## src/rtl/pipe_latch.sv

```systemverilog
// Two-entry skid-buffered pipeline register with flush and a saturating stall counter.
// ready_o is registered, so there is no combinational path from ready_i back upstream.
module pipe_latch #(
  parameter int DATA_W   = 64,
  parameter int CTRL_W   = 8,
  parameter int CNT_W    = 16,
  parameter bit CLR_DATA = 1'b0
) (
  input  logic              clk_i,
  input  logic              rst_i,
  input  logic              valid_i,
  output logic              ready_o,
  input  logic [CTRL_W-1:0] ctrl_i,
  input  logic [DATA_W-1:0] data_i,
  input  logic              flush_i,
  output logic              valid_o,
  input  logic              ready_i,
  output logic [CTRL_W-1:0] ctrl_o,
  output logic [DATA_W-1:0] data_o,
  output logic [CNT_W-1:0]  stall_cnt_o
);

  typedef enum logic [1:0] {
    EMPTY = 2'd0,
    ONE   = 2'd1,
    FULL  = 2'd2
  } state_e;

  state_e              state_q, state_d;
  logic [CTRL_W-1:0]   m_ctrl_q, m_ctrl_d, s_ctrl_q, s_ctrl_d;
  logic [DATA_W-1:0]   m_data_q, m_data_d, s_data_q, s_data_d;
  logic                ready_q, ready_d;
  logic [CNT_W-1:0]    stall_cnt_q, stall_cnt_d;
  logic                accept, drain;

  assign valid_o     = (state_q != EMPTY);
  assign ready_o     = ready_q;
  assign ctrl_o      = m_ctrl_q;
  assign data_o      = m_data_q;
  assign stall_cnt_o = stall_cnt_q;

  assign accept = valid_i && ready_q;
  assign drain  = valid_o && ready_i;

  // NOTE: every signal gets a default at the top of the block so no path
  // through the case/if tree leaves one unassigned and infers a latch.
  always_comb begin
    state_d     = state_q;
    m_ctrl_d    = m_ctrl_q;
    m_data_d    = m_data_q;
    s_ctrl_d    = s_ctrl_q;
    s_data_d    = s_data_q;
    stall_cnt_d = stall_cnt_q;

    case (state_q)
      EMPTY: begin
        if (accept) begin
          state_d  = ONE;
          m_ctrl_d = ctrl_i;
          m_data_d = data_i;
        end
      end
      ONE: begin
        if (accept && drain) begin
          m_ctrl_d = ctrl_i;
          m_data_d = data_i;
        end else if (drain) begin
          state_d  = EMPTY;
          m_ctrl_d = '0;
        end else if (accept) begin
          state_d  = FULL;
          s_ctrl_d = ctrl_i;
          s_data_d = data_i;
        end
      end
      FULL: begin
        // ready_o is low here, so the only possible event is a drain
        if (drain) begin
          state_d  = ONE;
          m_ctrl_d = s_ctrl_q;
          m_data_d = s_data_q;
          s_ctrl_d = '0;
        end
      end
      default: begin
        state_d  = EMPTY;
        m_ctrl_d = '0;
        s_ctrl_d = '0;
      end
    endcase

    if (flush_i) begin
      state_d  = EMPTY;
      m_ctrl_d = '0;
      s_ctrl_d = '0;
      if (CLR_DATA) begin
        m_data_d = '0;
        s_data_d = '0;
      end
    end

    if (valid_o && !ready_i && (stall_cnt_q != {CNT_W{1'b1}})) begin
      stall_cnt_d = stall_cnt_q + CNT_W'(1);
    end

    ready_d = (state_d != FULL);
  end

  // NOTE: state flops use non-blocking assignments so every register samples
  // pre-edge values regardless of block ordering.
  always_ff @(posedge clk_i) begin
    if (rst_i) begin
      state_q     <= EMPTY;
      m_ctrl_q    <= '0;
      s_ctrl_q    <= '0;
      ready_q     <= 1'b1;
      stall_cnt_q <= '0;
    end else begin
      state_q     <= state_d;
      m_ctrl_q    <= m_ctrl_d;
      s_ctrl_q    <= s_ctrl_d;
      ready_q     <= ready_d;
      stall_cnt_q <= stall_cnt_d;
    end
  end

  // NOTE: the wide payload is only reset when CLR_DATA is set; otherwise it
  // is qualified by valid_o and left without a reset to keep the datapath lean.
  always_ff @(posedge clk_i) begin
    if (rst_i && CLR_DATA) begin
      m_data_q <= '0;
      s_data_q <= '0;
    end else begin
      m_data_q <= m_data_d;
      s_data_q <= s_data_d;
    end
  end

endmodule

```

## config.mk

```make
export PLATFORM = sky130hd
export DESIGN_NAME = pipe_latch
export DESIGN_NICKNAME = d
export VERILOG_FILES = /design/src/rtl/pipe_latch.sv
export SDC_FILE = /design/constraint.sdc
export NUM_CORES = 1
export LEC_CHECK = 0
export ABC_AREA = 0
export CORE_ASPECT_RATIO = 0.75
export CORE_UTILIZATION = 52
export DETAILED_ROUTE_END_ITERATION = 7
export PLACE_DENSITY_LB_ADDON = 0.25
export SLEW_MARGIN = 20
export SYNTH_ARGS = -nofsm -noshare
export SYNTH_HDL_FRONTEND = slang
export SYNTH_SLANG_ARGS = --single-unit
export TNS_END_PERCENT = 20
```

## constraint.sdc

```tcl
create_clock -name clk_i -period 18 [get_ports clk_i]
set_input_delay 3.6 -clock clk_i [delete_from_list [all_inputs] [get_ports clk_i]]
set_output_delay 3.6 -clock clk_i [all_outputs]
set_load 0.05 [all_outputs]
```

==> results of run 1 <==
[layer usage]
layer,vias to the layer above,global-route usage
met4,0,0.0787
met3,18,0.0668
met1,2276,0.313
met2,234,0.382
li1,2200,-
met5,-,0
[logic make-up after synthesis]
family	share of synthesized area
xor gates and xnor gates	0.00136
AOI/OAI and AO/OA	0.0559
and+or+nand+nor	0.193
muxes	0.0228
buffers and inverters	0.0177
DFF	0.708
adders and majority gates	0.00195
[flip-flops by register name, summed over array words and instances, names as in the netlist]
| name | flops |
|---|---|
| data_o | 64 |
| state_q | 2 |
| stall_cnt_o | 16 |
| ready_o | 1 |
| s_data_q | 64 |
| ctrl_o | 8 |
| s_ctrl_q | 8 |
[power by group through the flow]
| stage | registers [mW] | logic (mW) | clock network [mW] |
|---|---|---|---|
| after floorplan | 0.482 | 0.0186 | 0 |
| after global placement | 0.437 | 0.109 | 0 |
| after detailed placement | 0.437 | 0.111 | 0 |
| after CTS | 0.430 | 0.112 | 0.365 |
| after global routing | 0.431 | 0.117 | 0.383 |
| final | 0.430 | 0.112 | 0.360 |
[layout by cell type, fill, tap and decap left out, drive strengths merged, types with 9 or more instances in the layout]
master         count
clkdlybuf4s50    166
dfxtp             35
a21oi              9
nand2            198
and2              10
nor2              28
edfxtp           128
clkbuf            25
mux2i              9
[how the worst max path moves through the flow]
stage                       start         to  slack, ns  depth (start not counted)
after floorplan           valid_i  data_o[0]       9.19                          2
after global routing        rst_i  ctrl_o[3]      12.08                          4
after global placement      rst_i  ctrl_o[0]      12.09                          4
final                       rst_i  ctrl_o[3]      12.29                          4
after CTS                   rst_i  ctrl_o[3]      12.35                          4
after detailed placement    rst_i  ctrl_o[3]      11.93                          4
[Yosys cell counts, types with 3 or more instances]
cell type	n
nor2b_1	6
nand3_1	4
a21oi_1	7
a211oi_1	3
buf_1	4
nand2b_1	6
edfxtp_1	128
inv_1	3
a221o_1	8
buf_2	4
mux2_1	3
and2_1	10
nand2_1	198
o21ai_0	4
nor3_1	5
a31oi_1	3
mux2i_1	9
a22oi_1	8
nor2_1	28
clkbuf_1	14
dfxtp_1	35
[layout make-up]
cell class                      count  area share
Timing Repair Buffer              170       0.191
Sequential cell                   163       0.513
Tap cell                          162      0.0229
Clock buffer                       25      0.0633
Inverter                            3     0.00127
Clock inverter                      7     0.00636
Multi-Input combinational cell    341       0.202
[metrics by stage]
step                instances  hold slack [ns]
floorplan                 531            0.461
global placement          839            0.473
detailed placement        839            0.475
CTS                       871            0.493
global route              871            0.518
finish                    871            0.494
==> summary.txt, run 1 <==
Setup path
  – Max incr delay on CP: 0.81 ns
  – Crit path arrival time: 6.06 ns
  – Startpoint types: input pin
  – Worst path buffer plus inverter count: 1
  – Req. time, crit path: 18.35 ns
  – Worst setup EP type: flop
  – CP top delay family: simple AND/OR/NAND/NOR gates
  – CP Cell Sequence: clkdlybuf4s50_1 > or2_2 > nor3_1 > a221o_1
  – Crit Path Category: in -> reg
  – FF-to-FF End: s_data_q[43]
  – R2R Setup Slk: 15.38 ns
  – Slowest CP cell: clkdlybuf4s50_1
  – Worst-path maximum fanout: 24
  – Reg2Reg Depth: 4
  – Worst R2R Start: state_q[0]

Final layout
  – Reg area: 0.00454 mm^2
  – Net count reported at finish: 774
  – Fillers: 793
  – Util after Layout: 0.749
  – Synthesis-to-finish area growth: 38.0%
  – Area of the multi-input gates: 0.00179 mm^2
  – Final instance area: 0.00886 mm^2
  – Share of cells above drive strength 1: 0.0733
  – Antenna diodes: 0

Timing
  – Final TNS setup: 0 ns
  – Final Hold Fails: 0
  – Tcrit/Tclk final: 0.317
  – RSZ-0062 raised after global routing: false
  – Slew of the pin with the lowest slew margin: 0.933 ns
  – Final setup fails: 0
  – Worst slew margin: 0.373
  – Achievable Freq: 175 MHz
  – Final min period: 5.71 ns
  – Fin. max-slew vios: 0
  – Final worst slack: 12.29 ns
  – Max Clock Skew: 0.00689 ns

Power
  – Lkg Pwr: 3.37 nW
  – Net Sw Frac: 0.241
  – Worst VDD drop: 0.0000837 V
  – Reg power frac: 0.477
  – Clk network pwr share: 0.399
  – Pwr/cell area: 102 mW/mm^2
  – Internal power: 0.683 mW
  – Switching power: 0.217 mW
  – Tot Pwr: 0.901 mW
  – Combinational power share: 0.124

Drt
  – WL final: 14600 um
  – WL per Instance: 16.8 um
  – Met1 wire length: 6130 um
  – Met3 wire len: 1110 um
  – DRT antenna net count: 0
  – DR top layer: met4
  – Met2 wire len: 7180 um
  – Drt pass-1 iters: 5
  – # DRC: 0
  – Total number of vias: 4728
  – Vias per std cell: 5.43
  – DR iter-0 viols: 466

Die
  – Die Ht: 98.2 um
  – Num ports: 167
  – Starting density of the core: 0.543
  – Die Span X: 130 um
  – Site Rows: 34
  – Die ar.: 0.0128 mm^2
  – Area of the core: 0.0118 mm^2

Clock tree
  – CTS sink cnt: 163
  – CTS Hold Bufs: 0
  – Total CTS buffers: 17
  – Cts repair resizes: 0
  – Worst-path clk slew: 0.06 ns
  – CTS Buffer Depth: 2
  – Clock latency on the worst-skew pair: 0.41 ns
  – CTS tree: built
  – H-tree depth: 4
  – Post CTS Setup Buffer Count: 0
  – Root Buffer: clkbuf_16

Synth
  – Syn_nets: 609
  – Cells after synthesis: 531
  – Synthesized area per cell: 12.1 um^2
  – Ranking of synthesized cells by area: edfxtp_1 (60%), nand2_1 (12%), dfxtp_1 (11%)
  – Post-synth ARST share: 0
  – Number of flops mapped to enable cells by yosys: 128
  – Post-synthesis cell type count: 51
  – Synth area leader: edfxtp_1
  – Yosys reg bits: 163
  – Sequential-to-total area share from yosys stat: 0.708
  – Predominant post-synthesis flop cell: edfxtp_1
  – Synth Cell Area: 0.00642 mm^2
  – Synth Warn #: 0
  – Share of the synthesized area in the top cell type: 0.599

Global routing
  – Initial antenna violation count: 0
  – Overflow after GRT: 0
  – First-pass GRT wire length: 22900 um
  – Vias in the first global route: 4531
  – Gr usage total: 0.238
  – Largest net degree at the start of global routing: 75

Min path
  – Hold Path Origin: ctrl_o[6]
  – Hold-critical path endpoint: ctrl_o[6]
  – Hold Crit Class: reg -> reg
  – WHS Path Cells: 1

Place
  – GP Congestion: 0.845
  – Post-DP Area: 0.00824 mm^2
  – Hpwl dp: 9450 um
  – Post-place setup slack: 11.93 ns
  – Number of port buffers: 166

Run status
  – Outcome: completed

Flow run
  – Max Cap Viol: 0
No activity file was read; power rests on OpenSTA's default activity.
==> run 2: changes to the inputs <==
--- a/config.mk
+++ b/config.mk
@@ -7,7 +7,7 @@
 export LEC_CHECK = 0
 export ABC_AREA = 0
 export CORE_ASPECT_RATIO = 0.75
-export CORE_UTILIZATION = 52
+export CORE_UTILIZATION = 49
 export DETAILED_ROUTE_END_ITERATION = 7
 export PLACE_DENSITY_LB_ADDON = 0.25
 export SLEW_MARGIN = 20
==> constraint.sdc (replaced) <==
create_clock -name clk_i -period 5.88 [get_ports clk_i]
set_input_delay 1.176 -clock clk_i [delete_from_list [all_inputs] [get_ports clk_i]]
set_output_delay 1.176 -clock clk_i [all_outputs]
set_load 0.05 [all_outputs]
==> summary.txt, run 2 (synthesized netlist as in run 1, its figures left out) <==
Setup path
  – Crit path arrival time: 3.59 ns (was 6.06 ns)
  – Startpoint types: input pin (unchanged)
  – Reg2Reg Depth: 4 (unchanged)
  – Worst setup EP type: flop (unchanged)
  – Req. time, crit path: 6.24 ns (was 18.35 ns)
  – Crit Path Category: in -> reg (unchanged)
  – Worst-path maximum fanout: 24 (unchanged)

Timing
  – Tcrit/Tclk final: 0.550
  – Achievable Freq: 309 MHz
  – Max Clock Skew: 0.00683 ns (was 0.00689 ns)
  – Slew of the pin with the lowest slew margin: 0.846 ns (was 0.933 ns)
  – Final TNS setup: 0 ns (unchanged)
  – Final Hold Fails: 0 (unchanged)
  – Worst slew margin: 0.431 (was 0.373)
  – Final min period: 3.24 ns
  – RSZ-0062 raised after global routing: false (unchanged)
  – Final setup fails: 0 (unchanged)
  – Fin. max-slew vios: 0 (unchanged)
  – Final worst slack: 2.64 ns (was 12.29 ns)

Min path
  – WHS Path Cells: 1 (unchanged)
  – Hold Crit Class: reg -> reg (unchanged)

Global routing
  – Overflow after GRT: 0 (unchanged)
  – First-pass GRT wire length: 22000 um (was 22900 um)
  – Initial antenna violation count: 0 (unchanged)
  – Gr usage total: 0.215 (was 0.238)
  – Vias in the first global route: 4337 (was 4531)
  – Largest net degree at the start of global routing: 75 (unchanged)

Place
  – Number of port buffers: 166 (unchanged)
  – Hpwl dp: 9390 um (was 9450 um)
  – GP Congestion: 0.824 (was 0.845)
  – Inst Count DP: 843 (was 839)
  – Post-place setup slack: 2.21 ns (was 11.93 ns)

Clock tree
  – CTS tree: built (unchanged)
  – Total CTS buffers: 17 (unchanged)
  – CTS sink cnt: 163 (unchanged)
  – Clock latency on the worst-skew pair: 0.41 ns (about the same)
  – Cts repair resizes: 0 (unchanged)
  – CTS Buffer Depth: 2 (unchanged)
  – Worst-path clk slew: 0.06 ns (about the same)
  – H-tree depth: 4 (unchanged)
  – Root Buffer: clkbuf_16 (unchanged)
  – Post CTS Setup Buffer Count: 0 (unchanged)
  – CTS Hold Bufs: 0 (unchanged)

Final layout
  – Antenna diodes: 0 (unchanged)
  – Most frequent standard cell in the layout excluding fill and tap cells: nand2_1 (unchanged)
  – Net count reported at finish: 775 (was 774)
  – Share of cells above drive strength 1: 0.0746 (was 0.0733)
  – Fillers: 891 (was 793)
  – Post-Layout Cell Count: 876 (was 871)
  – Most frequent cells in the layout: nand2_1 (198), clkdlybuf4s50_1 (166), edfxtp_1 (128) (unchanged)
  – Synthesis-to-finish area growth: 37.6% (was 38.0%)
  – Reg area: 0.00454 mm^2 (unchanged)
  – Area of the multi-input gates: 0.00179 mm^2 (unchanged)

Drt
  – WL per Instance: 16.2 um (was 16.8 um)
  – DRT antenna net count: 0 (unchanged)
  – WL final: 14200 um (was 14600 um)
  – DR iter-0 viols: 340 (was 466)
  – Vias per std cell: 5.25 (was 5.43)
  – Drt pass-1 iters: 4 (was 5)
  – Total number of vias: 4603 (was 4728)
  – # DRC: 0 (unchanged)

Power
  – Worst VDD drop: 0.000280 V (was 0.0000837 V)
  – Lkg Pwr: 3.36 nW (was 3.37 nW)
  – Pwr/cell area: 306 mW/mm^2 (was 102 mW/mm^2)

Flow run
  – Max Cap Viol: 0 (unchanged)

Die
  – Die ar.: 0.0136 mm^2 (was 0.0128 mm^2)
  – Area of the core: 0.0125 mm^2 (was 0.0118 mm^2)
  – Site Rows: 35 (was 34)
  – Die Ht: 101 um (was 98.2 um)
  – Starting density of the core: 0.513 (was 0.543)
  – Num ports: 167 (unchanged)
  – Die Span X: 134 um (was 130 um)

Run status
  – Outcome: completed (unchanged)
run 2: changes by cell type in the layout (fill, tap and decap cells not counted), sizes merged:
cell | before | now
clkbuf | 25 | 20
clkinv | 3 | 6
inv | 5 | 7
buf | 4 | 5
bufinv | 0 | 1
clkinvlp | 2 | 1
run 2: final timing paths:
check | from | to | slack (ns)
worst max register to register | state_q[0] | s_data_q[1] | 3.26
worst min-delay path | ctrl_o[7] | ctrl_o[7] | 0.50
worst max-delay path | rst_i | ctrl_o[6] | 2.64
worst min register to register | ctrl_o[7] | ctrl_o[7] | 0.50
run 2: power by group:
group	total, mW	internal [mW]	leakage [nW]	switching [mW]
clock	1.05	0.608	0.280	0.437
sequential	1.32	1.30	1.50	0.0195
combinational	0.341	0.127	1.59	0.214
total	2.70	2.03	3.36	0.671
run 2: critical path, cell delays in order:
cell	delay (ns)
clkdlybuf4s50_1	0.83
or2_2	0.62
nor3_1	0.69
a221o_1	0.28
run 2: per-stage QoR:
step	power [mW]	hold WS, ns	instance area, um^2	utilization
finish	2.70	0.496	8830	0.705
global route	2.78	0.506	8830	0.705
CTS	2.72	0.492	8810	0.703
detailed placement	1.68	0.477	8250	0.658
global placement	1.67	0.472	8250	0.658
floorplan	1.53	0.461	6420	-
run 2: layout make-up:
type                       instances  share of cell area
sequential                       163               0.514
multi-input combinational        341               0.203
timing repair buffer             171               0.195
clock buffer                      20              0.0518
tap                              166              0.0235
clock inverter                    12              0.0116
inverter                           3             0.00127
run 2: per-layer routing:
metal | track usage | vias up | wire length [um]
met3 | 0.0571 | 24 | 1110
met1 | 0.292 | 2165 | 6210
met4 | 0.0890 | 0 | 279
li1 | - | 2202 | -
met5 | 0 | - | 0
met2 | 0.334 | 212 | 6590
